### config.mk
export PLATFORM = sky130hd
export DESIGN_NAME = exu_stage
export DESIGN_NICKNAME = d
export VERILOG_FILES = /design/src/rtl/exu_stage.sv
export SDC_FILE = /design/constraint.sdc
export NUM_CORES = 1
export LEC_CHECK = 0
export ABC_AREA = 0
export ABC_CLOCK_PERIOD_IN_PS = 3800
export BUFFER_PORTS_ARGS = -buffer_cell sky130_fd_sc_hd__buf_2
export CAP_MARGIN = 20
export CORE_MARGIN = 4
export CORE_UTILIZATION = 59
export CTS_CLUSTER_SIZE = 24
export DETAILED_ROUTE_END_ITERATION = 16
export PLACE_DENSITY = 0.79
export SKIP_LAST_GASP = 1
export SYNTH_ARGS = -nofsm -noshare
export SYNTH_HDL_FRONTEND = slang
export SYNTH_SLANG_ARGS = --single-unit
### constraint.sdc
create_clock -name clk -period 3.8 [get_ports clk]
set_input_delay 0.38 -clock clk [delete_from_list [all_inputs] [get_ports clk]]
set_output_delay 0.38 -clock clk [all_outputs]
set_load 0.01 [all_outputs]
### src/rtl/exu_stage.sv
// Execute stage: shared ALU, branch/jump resolution and a one-entry result buffer toward LSU/WBU.
// Latency: 1 cycle from accept to out_valid; the redirect pulse comes in the cycle after accept.
// Backpressure: in_ready = ~out_valid | out_ready, so an accept and a drain can happen in the same cycle.
module exu_stage #(
`ifdef RISCV64
    parameter int DATA_LEN = 64,
`else
    parameter int DATA_LEN = 32,
`endif
    parameter int CNT_LEN  = 64
) (
    input  logic                clk,
    input  logic                rst_n,
    input  logic                in_valid,
    output logic                in_ready,
    input  logic [DATA_LEN-1:0] in_pc,
    input  logic [DATA_LEN-1:0] in_src1,
    input  logic [DATA_LEN-1:0] in_src2,
    input  logic [DATA_LEN-1:0] in_imm,
    input  logic [3:0]          in_op,
    input  logic                in_use_imm,
    input  logic                in_use_pc,
    input  logic                in_is_br,
    input  logic                in_is_jal,
    input  logic                in_is_jalr,
    input  logic [4:0]          in_rd,
    input  logic                in_wen,
    output logic                out_valid,
    input  logic                out_ready,
    output logic [DATA_LEN-1:0] out_res,
    output logic [4:0]          out_rd,
    output logic                out_wen,
    output logic                redir_valid,
    output logic [DATA_LEN-1:0] redir_pc,
    output logic [CNT_LEN-1:0]  retired_cnt
);

    localparam int SH_W = $clog2(DATA_LEN);

    logic                accept;
    logic                is_jump;
    logic                take;
    logic                br_taken;
    logic                flag_eq;
    logic                flag_lt;
    logic                flag_ltu;
    logic [3:0]          alu_op;
    logic [SH_W-1:0]     shamt;
    logic [DATA_LEN-1:0] alu_a;
    logic [DATA_LEN-1:0] alu_b;
    logic [DATA_LEN-1:0] alu_res;
    logic [DATA_LEN:0]   sub_w;
    logic [DATA_LEN-1:0] tgt_sum;
    logic [DATA_LEN-1:0] tgt;
    logic [DATA_LEN-1:0] link;

    assign in_ready = ~out_valid | out_ready;
    assign accept   = in_valid & in_ready;

    always_comb begin
        is_jump = in_is_jal | in_is_jalr;
        // Branches always compare rs1 against rs2, whatever the operand selects say.
        alu_a   = (in_use_pc & ~in_is_br) ? in_pc : in_src1;
        alu_b   = (in_use_imm & ~in_is_br) ? in_imm : in_src2;
        alu_op  = (in_is_br | is_jump) ? 4'b1000 : in_op;
        shamt   = alu_b[SH_W-1:0];

        // The extra MSB of the subtraction is the unsigned borrow.
        sub_w    = {1'b0, alu_a} - {1'b0, alu_b};
        flag_eq  = (alu_a == alu_b);
        flag_ltu = sub_w[DATA_LEN];
        flag_lt  = (alu_a[DATA_LEN-1] != alu_b[DATA_LEN-1]) ? alu_a[DATA_LEN-1] : sub_w[DATA_LEN-1];

        case (alu_op[2:0])
            3'b000:  alu_res = alu_op[3] ? sub_w[DATA_LEN-1:0] : alu_a + alu_b;
            3'b001:  alu_res = alu_a << shamt;
            3'b010:  alu_res = {{(DATA_LEN-1){1'b0}}, flag_lt};
            3'b011:  alu_res = {{(DATA_LEN-1){1'b0}}, flag_ltu};
            3'b100:  alu_res = alu_a ^ alu_b;
            3'b101:  alu_res = alu_op[3] ? DATA_LEN'($signed(alu_a) >>> shamt) : alu_a >> shamt;
            3'b110:  alu_res = alu_a | alu_b;
            default: alu_res = alu_a & alu_b;
        endcase

        case (in_op[2:0])
            3'b000:  br_taken = flag_eq;
            3'b001:  br_taken = ~flag_eq;
            3'b100:  br_taken = flag_lt;
            3'b101:  br_taken = ~flag_lt;
            3'b110:  br_taken = flag_ltu;
            3'b111:  br_taken = ~flag_ltu;
            default: br_taken = 1'b0;
        endcase

        take    = is_jump | (in_is_br & br_taken);
        // Target adder is separate from the ALU so a branch can compare and compute its target together.
        tgt_sum = (in_is_jalr ? in_src1 : in_pc) + in_imm;
        tgt     = {tgt_sum[DATA_LEN-1:1], tgt_sum[0] & ~in_is_jalr};
        link    = in_pc + DATA_LEN'(4);
    end

    always_ff @(posedge clk or negedge rst_n) begin
        if (!rst_n) begin
            out_valid   <= 1'b0;
            out_res     <= '0;
            out_rd      <= '0;
            out_wen     <= 1'b0;
            redir_valid <= 1'b0;
            redir_pc    <= '0;
            retired_cnt <= '0;
        end else begin
            if (accept) begin
                out_valid <= 1'b1;
                out_res   <= is_jump ? link : alu_res;
                out_rd    <= in_rd;
                out_wen   <= in_wen & (in_rd != 5'd0) & ~in_is_br;
            end else if (out_ready) begin
                out_valid <= 1'b0;
            end

            redir_valid <= accept & take;
            if (accept & take) begin
                redir_pc <= tgt;
            end

            if (out_valid & out_ready) begin
                retired_cnt <= retired_cnt + CNT_LEN'(1);
            end
        end
    end

endmodule

==> flow_metrics.env, run 1 <==
export IMPL_overflow=61
export IMPL_globalplace_congestion=1.32
export IMPL_placementRows=62
export IMPL_synthArstFlopShare=1.00
export IMPL_tool_error="[ERROR GRT-0116] Global routing finished with congestion. Check the congestion regions in the DRC Viewer."
export IMPL_synth_top_cells_by_area="dfrtp_1 (20%), ha_1 (9.4%), mux2i_1 (7.3%)"
export IMPL_synth_enable_flop_cells=0
export IMPL_failing_step="5_1_grt"
export IMPL_netlist_area_um2=17300
export IMPL_cts_made_buffers=17
export IMPL_grt_pass1_vias=25700
export IMPL_initial_utilization=0.600
export IMPL_post_synth_top_cells="nand2_1 (209), a21oi_1 (175), nor2_1 (148)"
export IMPL_synthDistinctLibCells=79
export IMPL_synth_seq_area_share=0.196
export IMPL_grt_start_max_net_pins=128
export IMPL_syn_area_per_cell_um2=7.86
export IMPL_place_hpwl_mm=70.7
export IMPL_clock_tree_root_buffer_cell="clkbuf_16"
export IMPL_outcome="stopped before the end"
export IMPL_ys_ff_latch=136
export IMPL_io_pins=284
export IMPL_global_route_wire_length_before_repair_mm=164
export IMPL_syn_nets=2484
export IMPL_synthesis_instances=2203
export IMPL_ctsHtreeMaxLevel=4
export IMPL_dp_cells=3229
export IMPL_die_h_um=179
export IMPL_die_width_um=179
export IMPL_sinks_on_the_clock_net=136
export IMPL_grt_total_usage=0.673
export IMPL_cts_root_to_sink_buffers=2
export IMPL_ys_warn_count=0
export IMPL_synth_largest_area_cell="dfrtp_1"
export IMPL_synth_most_common_cell="nand2_1"
export IMPL_port_buffers=283
export IMPL_synth_top_flop_cell="dfrtp_1"
export IMPL_yosysTopAreaCellShare=0.196
-- cell families after synthesis --
family                     share of synthesized area
buffers and inverters                         0.0566
DFF                                            0.196
and+or+nand+nor                                0.176
adders and majority gates                     0.0985
xor gates and xnor gates                      0.0753
AOI/OAI and AO/OA                              0.242
muxes                                          0.155
-- layer usage --
| layer | GRT usage | GRT overflow |
|---|---|---|
| met5 | 0.0957 | 0 |
| met4 | 0.631 | 25 |
| met3 | 0.502 | 0 |
| met2 | 0.849 | 36 |
| met1 | 0.698 | 0 |
-- metrics by stage --
stage | utilization | setup TNS [ns] | setup WS, ns | cell area, µm²
global placement | 0.790 | -58.39 | -1.37 | 22800
CTS | 0.836 | -27.12 | -0.858 | 24100
floorplan | - | -38.15 | -1.14 | 17800
detailed placement | 0.790 | -67.53 | -1.59 | 22800
-- timing repair --
item	4_1_cts
endpoints found under the setup margin	51
resized for setup	93
endpoints found under the hold margin	9
gates cloned	4
buffers inserted	20
pin swaps	24
hold buffers	1
==> run 2, diff against run 1 <==
- CORE_UTILIZATION: 59 -> 40
- CTS_CLUSTER_SIZE: 24 -> not set
- PLACE_DENSITY: 0.79 -> not set
- PLACE_DENSITY_LB_ADDON: not set -> 0.15
==> flow_metrics.env, run 2 <==
export IMPL_outcome="finished with violations"
export IMPL_failed_checks="setup timing"
export IMPL_ys_warn_count=0
export IMPL_clock_power_share=0.216
export IMPL_cp_max_fo=7
export IMPL_place_hpwl_mm=79.7
export IMPL_dpl_worst_slack_ns=-1.49
export IMPL_grt_antenna_before_repair=2
export IMPL_p_sw_frac=0.433
export IMPL_p_sw_mw=3.70
export IMPL_worst_slew_pin_transition_ns=0.817
export IMPL_final_net_count=3207
export IMPL_synthArstFlopShare=1.00
export IMPL_clock_tree_root_buffer_cell="clkbuf_16"
export IMPL_syn_area_per_cell_um2=7.86
export IMPL_avgViaCountPerCell=6.13
export IMPL_synth_seq_area_share=0.196
export IMPL_io_pins=284
export IMPL_final_min_period_over_clock_period=1.21
export IMPL_synth_most_common_cell="nand2_1"
export IMPL_setup_violations=45
export IMPL_ant_nets_after_route=0
export IMPL_timing_slew_headroom=0.455
export IMPL_synth_top_flop_cell="dfrtp_1"
export IMPL_grt_total_usage=0.404
export IMPL_fmaxAchievable_ghz=0.217
export IMPL_synthDistinctLibCells=79
export IMPL_final_common_cell="buf_4"
export IMPL_rsz0062_at_grt="yes"
export IMPL_die_area_um2=46700
export IMPL_wl_mm=98.0
export IMPL_register_name_with_the_most_flops="retired_cnt"
export IMPL_clk_pin_slew_worst_paths_ns=0.06
export IMPL_power_leakage_nw=12.0
export IMPL_crit_required_ns=4.17
export IMPL_reg_largest_list="retired_cnt (64), out_res (32), redir_pc (32)"
export IMPL_grt_start_max_net_pins=80
export IMPL_max_cap_violations=0
export IMPL_nature_of_the_critical_path_endpoint="register"
export IMPL_routed_length_per_instance_um=27.9
export IMPL_route_detailed_drc=0
export IMPL_post_synth_top_cells="nand2_1 (209), a21oi_1 (175), nor2_1 (148)"
export IMPL_timing_hold_ws_ns=0.0964
export IMPL_synth_top_cells_by_area="dfrtp_1 (20%), ha_1 (9.4%), mux2i_1 (7.3%)"
export IMPL_globalplace_congestion=1.09
export IMPL_critical_path_startpoint_type="primary input"
export IMPL_initial_utilization=0.408
export IMPL_multi_input_gate_area_um2=13700
export IMPL_synth_largest_area_cell="dfrtp_1"
export IMPL_synthesis_instances=2203
export IMPL_clk_insertion_delay_late_ns=0.50
export IMPL_timing_setup_critical_path_class="primary input to register"
export IMPL_fin_tns_setup_ns=-25.60
export IMPL_hold_path_class="primary input to register"
export IMPL_mostFrequentLayoutCells="buf_4 (536), buf_2 (281), nand2_1 (205)"
export IMPL_drt_pre_antenna_iters=6
export IMPL_syn_nets=2484
export IMPL_drive_above_1_share=0.373
export IMPL_p_int_mw=4.84
export IMPL_final_instance_count_excl_fill=3516
export IMPL_overflow=0
export IMPL_sinks_on_the_clock_net=136
export IMPL_post_route_min_period_ns=4.60
export IMPL_grt_pass1_vias=21100
export IMPL_synth_enable_flop_cells=0
export IMPL_ys_ff_latch=136
export IMPL_die_width_um=216
export IMPL_area_growth_synth_to_final_pct=43.2
export IMPL_tritoncts="built"
export IMPL_global_route_wire_length_before_repair_mm=141
export IMPL_dp_cells=3460
export IMPL_timing_final_max_slew_violations=0
export IMPL_drt_iter0_markers=2742
export IMPL_area_occupied_by_registers_um2=3400
export IMPL_rr_worst_depth=11
export IMPL_comb_power_share=0.560
export IMPL_cts_made_buffers=17
export IMPL_fin_skew_ns=0.0138
export IMPL_worst_case_setup_margin_in_the_final_layout_ns=-0.801
export IMPL_core_area_um2=42400
export IMPL_timing_hold_worst_path_depth=3
export IMPL_cts_root_to_sink_buffers=2
export IMPL_power_density_cell_area_nw_per_um2=344
export IMPL_diodes=0
export IMPL_report_final_hold_viol_count=0
export IMPL_ir_worst_vdd_uv=409
export IMPL_worst_endpoint_arrival_ns=4.97
export IMPL_yosysTopAreaCellShare=0.196
export IMPL_num_vias=21500
export IMPL_placementRows=75
export IMPL_total_of_fill_cells_in_the_finished_design=4010
export IMPL_largest_register_ff_count=64
export IMPL_ctsHtreeMaxLevel=4
export IMPL_netlist_area_um2=17300
export IMPL_power_frac_seq=0.224
export IMPL_die_h_um=216
export IMPL_port_buffers=283
-- run 2: cell counts after synthesis --
Identical to the previous run, type by type.
-- run 2: layer usage --
| metal | share of wire | track usage |
|---|---|---|
| met5 | 0.000082 | 0 |
| met4 | 0.069 | 0.226 |
| met3 | 0.095 | 0.103 |
| met2 | 0.44 | 0.627 |
| met1 | 0.40 | 0.514 |
-- run 2: path summary, 6_finish.rpt --
path	start	endpoint	slack [ns]
setup / recovery	in_is_br	redir_pc[31]	-0.80
hold / removal	in_rd[0]	out_rd[0]	0.1
setup reg to reg	out_valid	retired_cnt[59]	0.64
hold reg to reg	out_rd[2]	out_rd[2]	0.47
max in group asynchronous	rst_n	redir_pc[20]	2.32
min in group asynchronous	rst_n	retired_cnt[47]	0.50
-- run 2: logic make-up (layout without fill, tap and decap cells) --
logic type	count (synthesis)	in the layout	share of synthesized area
AO/OA/AOI/OAI	643	643	0.242
XOR/XNOR	149	149	0.0753
AND/OR/NAND/NOR	643	643	0.176
flip-flops	136	136	0.196
adder cells (fa/ha/maj)	134	134	0.0985
buffers and inverters	250	986	0.0566
multiplexers	248	248	0.155
-- run 2: per-stage QoR --
step,util,instance area [µm²],power (mW)
floorplan,-,17800,4.11
global placement,0.551,23400,6.29
detailed placement,0.551,23400,6.33
CTS,0.577,24500,8.32
global route,0.585,24800,8.89
finish,0.585,24800,8.54
-- run 2: cell type report --
type / count / share of cell area
Clock buffer: 17 / 0.0171
Clock inverter: 15 / 0.00757
Inverter: 107 / 0.0163
Multi-Input combinational cell: 1817 / 0.554
Sequential cell: 136 / 0.137
Tap cell: 577 / 0.0291
Timing Repair Buffer: 847 / 0.239
-- run 2: worst max-delay path, stage by stage --
cell and delay [ns]:
buf_8 0.10, nand2b_4 0.18, buf_6 0.13, mux2_4 0.31
ha_4 0.22, nor3b_4 0.15, or4_4 0.52, a31oi_4 0.20
a21boi_4 0.10, a21oi_4 0.21, nor2_4 0.07, or4_4 0.44
nand2b_4 0.09, a21oi_2 0.05, o21bai_1 0.17, fa_2 0.26
o22ai_2 0.09, xor2_1 0.16, nand2b_1 0.11, a311oi_4 0.33
buf_6 0.20, buf_12 0.15, mux2_2 0.34
-- run 2: what timing repair did --
item	4_1_cts	5_1_grt
endpoints found under the setup margin	49	51
hold buffers	1	0
cloned	4	0
hold endpoints to repair	77	0
pin swaps	16	17
resized for setup	55	56
setup buffers	13	7
-- run 2: power by group through the flow --
| stage | Clock [mW] | Sequential [mW] | Combinational [mW] |
|---|---|---|---|
| 6_report | 1.85 | 1.91 | 4.78 |
| 5_1_grt | 1.92 | 1.94 | 5.03 |
| 4_1_cts | 1.86 | 1.90 | 4.56 |
| 3_5_place_dp | 0 | 1.92 | 4.41 |
| 3_3_place_gp | 0 | 1.91 | 4.38 |
| 2_1_floorplan | 0 | 1.98 | 2.14 |
(Power assumes the default switching activity.)
==> run 3, diff against run 2 <==
--- a/config.mk
+++ b/config.mk
@@ -7,5 +7,5 @@
 export LEC_CHECK = 0
 export ABC_AREA = 0
-export ABC_CLOCK_PERIOD_IN_PS = 3800
+export ABC_CLOCK_PERIOD_IN_PS = 5100
 export BUFFER_PORTS_ARGS = -buffer_cell sky130_fd_sc_hd__buf_2
 export CAP_MARGIN = 20
==> constraint.sdc (replaced) <==
create_clock -name clk -period 5.1 [get_ports clk]
set_input_delay 0 -clock clk [delete_from_list [all_inputs] [get_ports clk]]
set_output_delay 0 -clock clk [all_outputs]
set_load 0.01 [all_outputs]
==> flow_metrics.env, run 3 (same netlist as run 2, synthesis figures left out) <==
export IMPL_outcome="finished clean"
export IMPL_power_density_cell_area_nw_per_um2=266
export IMPL_worst_endpoint_arrival_ns=5.27
export IMPL_wl_mm=92.9
export IMPL_crit_reg2reg_capture="retired_cnt[59]"
export IMPL_clk_insertion_delay_late_ns=0.46
export IMPL_port_buffers=283
export IMPL_reg_largest_list="retired_cnt (64), out_res (32), redir_pc (32)"
export IMPL_gr_usage_met1=0.511
export IMPL_hold_path_class="primary input to register"
export IMPL_cp_max_fo=16
export IMPL_final_min_period_over_clock_period=0.966
export IMPL_num_vias=19900
export IMPL_clk_pin_slew_worst_paths_ns=0.06
export IMPL_crit_required_ns=5.44
export IMPL_die_width_um=216
export IMPL_end_point_of_the_most_critical_hold_path="out_res[15]"
export IMPL_critPathMaxStageDelay_ns=0.58
export IMPL_critical_path_startpoint_type="primary input"
export IMPL_post_route_min_period_ns=4.92
export IMPL_setup_worst_path_start="in_pc[5]"
export IMPL_overflow=0
export IMPL_globalplace_congestion=1.07
export IMPL_die_h_um=216
export IMPL_ant_nets_after_route=0
export IMPL_nature_of_the_critical_path_endpoint="register"
export IMPL_drive_above_1_share=0.237
export IMPL_cp_cell_sequence="dlygate4sd3_1, buf_2, mux2_2, ha_1, nor3b_1, or4_1, a31oi_1, a21boi_2, a21oi_2, nor2_1, or4_1, nand2b_1, a21oi_1, o21bai_1, fa_1, o22ai_1, xor2_1, nand2b_1, a311oi_4, buf_4, clkbuf_16, mux2_1"
export IMPL_core_area_um2=42400
export IMPL_final_core_util=0.499
export IMPL_drt_iter0_markers=2618
export IMPL_io_pins=284
export IMPL_register_name_with_the_most_flops="retired_cnt"
export IMPL_worst_hold_startpoint="in_pc[14]"
export IMPL_power_leakage_nw=9.89
export IMPL_ir_worst_vdd_uv=211
export IMPL_die_area_um2=46700
export IMPL_grt_antenna_before_repair=10
export IMPL_fmaxAchievable_ghz=0.203
export IMPL_routed_length_per_instance_um=29.5
export IMPL_globalRouteMet3Util=0.114
export IMPL_top_cell_family_by_delay_on_the_critical_path="simple AND/OR/NAND/NOR gates"
export IMPL_mostFrequentLayoutCells="buf_2 (282), nand2_1 (208), a21oi_1 (174)"
export IMPL_cp_buffers_inverters=4
export IMPL_grt_start_max_net_pins=89
export IMPL_max_cap_violations=0
export IMPL_timing_slew_headroom=0.264
export IMPL_grtUsageMet2=0.559
export IMPL_placementRows=75
export IMPL_report_final_hold_viol_count=0
export IMPL_grt_total_usage=0.383
export IMPL_final_common_cell="buf_2"
export IMPL_regToRegStartpoint="out_valid"
export IMPL_initial_utilization=0.408
export IMPL_grt_pass1_vias=19200
export IMPL_setup_reg_to_reg_worst_slack_ns=1.78
export IMPL_setup_violations=0
export IMPL_cts_root_to_sink_buffers=2
export IMPL_tritoncts="built"
export IMPL_drt_pre_antenna_iters=8
export IMPL_largest_register_ff_count=64
export IMPL_timing_final_max_slew_violations=0
export IMPL_final_net_count=2832
export IMPL_global_route_wire_length_before_repair_mm=134
export IMPL_fin_skew_ns=0.0122
export IMPL_clock_tree_root_buffer_cell="clkbuf_16"
export IMPL_avgViaCountPerCell=6.34
export IMPL_rr_worst_depth=10
export IMPL_worst_slew_pin_transition_ns=1.10
export IMPL_timing_setup_critical_path_class="primary input to register"
export IMPL_cts_made_buffers=17
export IMPL_timing_critical_path_slowest_stage_cell="dlygate4sd3_1"
export IMPL_global_route_peak_usage_layer="met2"
export IMPL_ctsHtreeMaxLevel=4
export IMPL_timing_hold_ws_ns=0.0485
export IMPL_route_detailed_drc=0
export IMPL_detailed_place_area_um2=20300
export IMPL_timing_hold_worst_path_depth=5
export IMPL_sinks_on_the_clock_net=136
export IMPL_finalInstanceArea_um2=21100
export IMPL_place_hpwl_mm=74.2
export IMPL_area_growth_synth_to_final_pct=22.1
run 3: cell count changes in the layout (fill, tap and decap cells not counted), moves of 6 or more:
cell | previous run | this run
mux2_2 | 83 | 93
mux2_1 | 10 | 25
ha_4 | 14 | 0
ha_1 | 114 | 130
buf_4 | 536 | 158
buf_6 | 13 | 1
dlygate4sd3_1 | 1 | 24
mux2_4 | 25 | 0
a21oi_1 | 168 | 174
run 3: worst max-delay path by stage:
stage / slack [ns] / depth (start not counted) / to
after floorplan: 0.03 / 25 / redir_pc[25]
final: 0.18 / 22 / redir_pc[23]
after CTS: 0.11 / 21 / redir_pc[27]
after detailed placement: -0.25 / 22 / redir_pc[27]
after global placement: -0.08 / 22 / redir_pc[2]
after global routing: -0.002 / 22 / redir_pc[5]
run 3: metrics by stage:
step / TNS, ns / worst slack (ns) / total power, mW / cells
floorplan: 0 / 0.0262 / 2.98 / 2203
global placement: -1.95 / -0.0789 / 4.19 / 3082
detailed placement: -6.90 / -0.246 / 4.19 / 3083
CTS: 0 / 0.107 / 5.55 / 3139
global route: -0.00239 / -0.00239 / 5.88 / 3141
finish: 0 / 0.175 / 5.62 / 3144
run 3: repair_timing:
item | in CTS | in global routing
endpoints found under the hold margin | 104 | 0
resized for setup | 0 | 3
endpoints found under the setup margin | 0 | 33
buffers inserted | 0 | 1
hold buffers | 24 | 0
run 3: power by group:
| group | leakage, nW | switching, mW | internal, mW |
|---|---|---|---|
| combinational | 7.85 | 1.79 | 1.11 |
| clock | 0.286 | 0.588 | 0.733 |
| sequential | 1.76 | 0.136 | 1.26 |
| total | 9.89 | 2.52 | 3.10 |
run 3: area by class of cell:
type / instances / area, µm²
Antenna cell: 3 / 7.51
Clock buffer: 18 / 429
Clock inverter: 14 / 164
Fill cell: 4166 / 21300
Inverter: 107 / 402
Multi-Input combinational cell: 1817 / 13000
Sequential cell: 136 / 3400
Tap cell: 577 / 722
Timing Repair Buffer: 472 / 2990
run 3: worst min-delay path: cells and delay by family:
kind | cells | cell delay, ns
AND/OR/NAND/NOR | 1 | 0.08
buffers and inverters | 1 | 0.13
AO/OA/AOI/OAI | 2 | 0.13
XOR/XNOR | 1 | 0.12
run 3: per-layer routing:
metal | wire, µm | vias up
met5 | 81 | -
met4 | 5710 | 12
met3 | 10500 | 292
met2 | 38500 | 1256
met1 | 38100 | 9576
li1 | - | 8802
